==> config.mk <==
export PLATFORM = sky130hd
export DESIGN_NAME = alu_share_arbiter
export DESIGN_NICKNAME = d
export VERILOG_FILES = /design/src/rtl/alu_share_arbiter_pkg.sv /design/src/rtl/alu_share_arbiter_rr_pick2.sv /design/src/rtl/alu_share_arbiter.sv
export SDC_FILE = /design/constraint.sdc
export NUM_CORES = 1
export LEC_CHECK = 0
export BUFFER_PORTS_ARGS = -buffer_cell sky130_fd_sc_hd__buf_2
export CAP_MARGIN = 25
export CORE_MARGIN = 2
export CORE_UTILIZATION = 44
export DETAILED_ROUTE_END_ITERATION = 10
export GPL_TIMING_DRIVEN = 0
export HOLD_SLACK_MARGIN = 0.06
export PLACE_DENSITY = 0.79
export SYNTH_ARGS = -nofsm -noshare
export SYNTH_HDL_FRONTEND = slang
export SYNTH_SLANG_ARGS = --single-unit
==> constraint.sdc <==
create_clock -name CLK -period 1.65 [get_ports CLK]
set_input_delay 0.0825 -clock CLK [delete_from_list [all_inputs] [get_ports CLK]]
set_output_delay 0.0825 -clock CLK [all_outputs]
set_load 0.01 [all_outputs]
==> src/rtl/alu_share_arbiter_pkg.sv <==
// rtl/alu_share_arbiter_pkg.sv - shared state encoding and ALU select codes
package alu_share_arbiter_pkg;

  // Arbiter sequencer states
  typedef enum logic [1:0] {
    ST_IDLE = 2'd0,
    ST_EXEC = 2'd1,
    ST_DONE = 2'd2
  } state_e;

  // ALU function-select codes understood by the shared ALU
  localparam logic [2:0] ALU_SEL_FWD = 3'b000;
  localparam logic [2:0] ALU_SEL_ADD = 3'b001;
  localparam logic [2:0] ALU_SEL_AND = 3'b010;
  localparam logic [2:0] ALU_SEL_OR  = 3'b011;

  // Port index that is not the given one; used to alternate on ties
  function automatic logic other_port(input logic port);
    return ~port;
  endfunction

endpackage

==> src/rtl/alu_share_arbiter_rr_pick2.sv <==
// rtl/alu_share_arbiter_rr_pick2.sv - combinational two-way round-robin picker
module alu_share_arbiter_rr_pick2 (
  input  logic req0,
  input  logic req1,
  input  logic last_grant,
  output logic valid,
  output logic winner
);

  import alu_share_arbiter_pkg::*;

  // A lone requester wins outright; on a tie the port not served last wins
  always_comb begin
    valid  = req0 | req1;
    winner = 1'b0;
    if (req0 && req1) begin
      winner = other_port(last_grant);
    end else if (req1) begin
      winner = 1'b1;
    end
  end

endmodule

==> src/rtl/alu_share_arbiter.sv <==
// rtl/alu_share_arbiter.sv - round-robin sharing of one combinational ALU between two requesters
module alu_share_arbiter #(
  parameter int DATA_W      = 8,
  parameter int SEL_W       = 3,
  parameter int EXEC_CYCLES = 1
) (
  input  logic              CLK,
  input  logic              RESET,
  input  logic              REQ0,
  input  logic [DATA_W-1:0] OPA0,
  input  logic [DATA_W-1:0] OPB0,
  input  logic [SEL_W-1:0]  SEL0,
  input  logic              REQ1,
  input  logic [DATA_W-1:0] OPA1,
  input  logic [DATA_W-1:0] OPB1,
  input  logic [SEL_W-1:0]  SEL1,
  output logic              ACK0,
  output logic              ACK1,
  output logic [DATA_W-1:0] RESULT,
  output logic              BUSY,
  output logic [DATA_W-1:0] ALU_DATA1,
  output logic [DATA_W-1:0] ALU_DATA2,
  output logic [SEL_W-1:0]  ALU_SELECT,
  input  logic [DATA_W-1:0] ALU_RESULT
);

  import alu_share_arbiter_pkg::*;

  // Counter only needs to hold EXEC_CYCLES-1; keep at least one bit
  localparam int CNT_W = (EXEC_CYCLES > 1) ? $clog2(EXEC_CYCLES) : 1;
  localparam logic [CNT_W-1:0] CNT_INIT = CNT_W'(EXEC_CYCLES - 1);
  localparam logic [CNT_W-1:0] CNT_ONE  = CNT_W'(1);

  state_e            state_q, state_d;
  logic [CNT_W-1:0]  cnt_q, cnt_d;
  logic              gnt_id_q, gnt_id_d;
  logic              last_grant_q, last_grant_d;
  logic [DATA_W-1:0] alu_data1_q, alu_data1_d;
  logic [DATA_W-1:0] alu_data2_q, alu_data2_d;
  logic [SEL_W-1:0]  alu_select_q, alu_select_d;
  logic [DATA_W-1:0] result_q, result_d;
  logic              ack0_q, ack0_d;
  logic              ack1_q, ack1_d;
  logic              busy_q, busy_d;

  logic              pick_valid;
  logic              pick_winner;

  alu_share_arbiter_rr_pick2 u_pick (
    .req0       (REQ0),
    .req1       (REQ1),
    .last_grant (last_grant_q),
    .valid      (pick_valid),
    .winner     (pick_winner)
  );

  // Next-state logic: grant in IDLE, count settle cycles in EXEC, pulse ACK in DONE
  always_comb begin
    state_d      = state_q;
    cnt_d        = cnt_q;
    gnt_id_d     = gnt_id_q;
    last_grant_d = last_grant_q;
    alu_data1_d  = alu_data1_q;
    alu_data2_d  = alu_data2_q;
    alu_select_d = alu_select_q;
    result_d     = result_q;
    ack0_d       = 1'b0;
    ack1_d       = 1'b0;
    busy_d       = busy_q;

    case (state_q)
      ST_IDLE: begin
        if (pick_valid) begin
          state_d      = ST_EXEC;
          gnt_id_d     = pick_winner;
          last_grant_d = pick_winner;
          alu_data1_d  = pick_winner ? OPA1 : OPA0;
          alu_data2_d  = pick_winner ? OPB1 : OPB0;
          alu_select_d = pick_winner ? SEL1 : SEL0;
          cnt_d        = CNT_INIT;
          busy_d       = 1'b1;
        end
      end
      ST_EXEC: begin
        if (cnt_q == '0) begin
          result_d = ALU_RESULT;
          state_d  = ST_DONE;
          ack0_d   = ~gnt_id_q;
          ack1_d   = gnt_id_q;
        end else begin
          cnt_d = cnt_q - CNT_ONE;
        end
      end
      ST_DONE: begin
        state_d = ST_IDLE;
        busy_d  = 1'b0;
      end
      default: begin
        state_d = ST_IDLE;
        busy_d  = 1'b0;
      end
    endcase
  end

  // State and registered outputs; reset drops any operation in flight without an ACK
  always_ff @(posedge CLK) begin
    if (RESET) begin
      state_q      <= ST_IDLE;
      cnt_q        <= '0;
      gnt_id_q     <= 1'b0;
      last_grant_q <= 1'b1;
      alu_data1_q  <= '0;
      alu_data2_q  <= '0;
      alu_select_q <= '0;
      result_q     <= '0;
      ack0_q       <= 1'b0;
      ack1_q       <= 1'b0;
      busy_q       <= 1'b0;
    end else begin
      state_q      <= state_d;
      cnt_q        <= cnt_d;
      gnt_id_q     <= gnt_id_d;
      last_grant_q <= last_grant_d;
      alu_data1_q  <= alu_data1_d;
      alu_data2_q  <= alu_data2_d;
      alu_select_q <= alu_select_d;
      result_q     <= result_d;
      ack0_q       <= ack0_d;
      ack1_q       <= ack1_d;
      busy_q       <= busy_d;
    end
  end

  assign ACK0       = ack0_q;
  assign ACK1       = ack1_q;
  assign RESULT     = result_q;
  assign BUSY       = busy_q;
  assign ALU_DATA1  = alu_data1_q;
  assign ALU_DATA2  = alu_data2_q;
  assign ALU_SELECT = alu_select_q;

endmodule

==> results.tsv <==
stage	metric	value	unit
worst_hold_path	holdPathStages	3	
placed_design	place.gp.congestion	0.705	
placed_design	port_buffers	78	
critical_path	rrSetupSlack	0.11	ns
sta	rsz0062_at_grt	false	
worst_hold_path	min_to	last_grant_q	
floorplan	die_y	61.5	um
routing	drt_iter0_markers	63	
global_routing	grt_max_degree	11	
routing	wire_per_inst	15.3	um
floorplan	pin_count	80	
clock_network	numCtsBuffers	5	
critical_path	r2r_cells	5	
yosys	yosys_warnings	0	
floorplan	std_cell_rows	20	
clock_network	path_clk_slew	0.11	ns
floorplan	placeableCoreArea	0.00310	mm^2
critical_path	end_kind	flip-flop	
sta	maxSlewHeadroom	60.8	%
clock_network	ctsRootBufferMaster	clkbuf_4	
yosys	yosysUniqueCellTypes	20	
yosys	ys_ff_latch	34	
sta	slew_viol_final	0	
sta	fmax	617	MHz
sta	period_needed	1.62	ns
sta	hold_violations	0	
yosys	synthCells	170	
sta	setup_viol	0	
clock_network	cts_max_level	2	
clock_network	cts_resized	0	
critical_path	regToRegEndpoint	ALU_DATA1[7]	
layout	area_growth	67.1	%
critical_path	crit_required	1.88	ns
critical_path	crit_fanout	10	
layout	final_cells	346	
routing	drc	0	
layout	drive_gt1_share	35.8	%
placed_design	dpl.cell_count	292	
yosys	syn_area	0.00146	mm^2
power	p_leak	1.12	nW
sta	skew	0.0148	ns
sta	tightestPinTransition	0.588	ns
critical_path	crit_type	input port to flip-flop	
sta	min_period_over_period	98.3	%
routing	first_pass_iters	4	
critical_path	cp.arrival	1.85	ns
floorplan	die_x	61.5	um
yosys	ys_seq_area_share	46.7	%
sta	tns	0	ns
layout	fillers	229	
clock_network	cts_tree	yes	
routing	post_drt_via_cell_ratio	5.28	
power	cellPowerDensity	811	mW/mm^2
worst_hold_path	min_path_type	input port to flip-flop	
routing	ant_nets	0	
clock_network	cts_setup_buffers	0	
layout	n_antenna_cell	0	
global_routing	grt_pass1_wl	7.73	mm
placed_design	hpwl	2.60	mm
routing	via_count	1826	
critical_path	start_kind	input port	
run_status	status	completed	
worst_hold_path	worstHoldStart	REQ0	
critical_path	r2r_start	last_grant_q	
floorplan	dieArea	0.00379	mm^2
yosys	synth_fp_nets	220	
yosys	synthArstFlopShare	0	%
yosys	synth_flop_cell	dfxtp_1	
global_routing	antenna_found_initial	0	
yosys	avgSynthCellArea	8.57	um^2
clock_network	clock_path_buffers	2	
yosys	synth-edff-count	0	
layout	layout.nets	353	
global_routing	grt_util_all_layers	28.3	%
floorplan	start_util	46.9	%
layout	postLayoutCoreUtil	78.4	%
routing	drt-total-wl	5.28	mm
run	drv_cap	0	
global_routing	grt_overflow	0	
clock_network	clk_latency	0.34	ns
global_routing	grt_pass1_vias	1798	
clock_network	clock_sinks	34	
power	ir_worst_vdd	0.544	mV
==> repair_timing <==
| item | CTS | global route |
|---|---|---|
| endpoints found under the setup margin | 0 | 0 |
| hold buffers | 48 | 0 |
| hold endpoints to repair | 29 | 0 |
==> synthesized netlist by cell type, types with 2 or more instances <==
cell	instances	area [um^2]
a21bo_2	2	20.0
a21oi_1	30	150
a311oi_1	9	78.8
a311oi_2	10	150
buf_2	7	35.0
buf_6	2	22.5
clkbuf_1	7	26.3
dfxtp_1	34	681
nand2_1	56	210
nand2b_1	2	12.5
nor2_1	2	7.51
==> through the flow <==
stage / total power (W) / worst slack, ns / hold slack, ns / instance area (um^2)
2_1_floorplan: 0.00124 / 0.480 / 0.218 / 1460
3_3_place_gp: 0.00141 / 0.316 / 0.328 / 1900
3_5_place_dp: 0.00142 / 0.294 / 0.330 / 1900
4_1_cts: 0.00194 / 0.192 / 0.0979 / 2430
5_1_grt: 0.00206 / 0.0304 / 0.110 / 2430
6_report: 0.00197 / 0.0287 / 0.0940 / 2430
==> logic make-up (layout without fill, tap and decap cells) <==
| logic type | after synthesis | in the layout | synth area share, % |
|---|---|---|---|
| AOI/OAI and AO/OA | 53 | 53 | 28.4 |
| buffers and inverters | 16 | 148 | 5.76 |
| and+or+nand+nor | 67 | 67 | 19.1 |
| DFF | 34 | 34 | 46.7 |
==> critical path, stage by stage <==
cell           delay [ns]
dlygate4sd3_1        0.54
buf_2                0.14
a21bo_2              0.18
buf_2                0.21
buf_2                0.27
nand2_1              0.11
a311oi_1             0.32
==> cells in the final DEF (no fill, tap or decap), types with 5 or more instances in the layout <==
cell / n
a21oi_1: 30
a311oi_1: 9
a311oi_2: 10
buf_2: 85
clkbuf_1: 7
clkbuf_4: 5
dfxtp_1: 34
dlygate4sd3_1: 48
nand2_1: 56
==> sequential cells by signal (all words and copies together) (netlist names) <==
register      count
ALU_DATA2         8
ALU_SELECT        3
state_q           2
ALU_DATA1         8
ACK0              1
RESULT            8
last_grant_q      1
gnt_id_q          1
BUSY              1
ACK1              1
==> area by class of cell <==
type,instances,area [um^2],area share [%]
clock buffers,6,51.3,2.11
multi-input cells,120,692,28.4
repair buffers,126,871,35.8
flip-flops and latches,34,681,28.0
well taps,44,55.1,2.26
plain buffers,16,83.8,3.44
==> metal layers <==
layer / share of wire (%) / global-route usage [%] / vias to the layer above
met5: 0 / 0 / -
met4: 3.9 / 12.8 / 0
met3: 7.3 / 9.03 / 24
met2: 53 / 54.0 / 106
met1: 36 / 27.3 / 839
li1: - / - / 857
==> how the worst max path moves through the flow <==
| stage | startpoint | end | cells after the start |
|---|---|---|---|
| detailed placement | last_grant_q | ALU_DATA2[2] | 5 |
| global placement | last_grant_q | ALU_DATA2[5] | 5 |
| floorplan | last_grant_q | ALU_SELECT[1] | 5 |
| CTS | REQ1 | ALU_DATA2[7] | 7 |
| finish | REQ1 | ALU_DATA1[7] | 7 |
| global route | REQ1 | ALU_DATA1[7] | 7 |
==> report_power, final <==
group | leakage, nW | total, W | internal (W) | switching (W)
sequential | 0.281 | 0.000944 | 0.000900 | 0.0000436
combinational | 0.811 | 0.000573 | 0.000283 | 0.000291
clock | 0.0302 | 0.000456 | 0.000192 | 0.000264
total | 1.12 | 0.00197 | 0.00137 | 0.000598
Note: power is estimated with default switching activity, not from simulation.
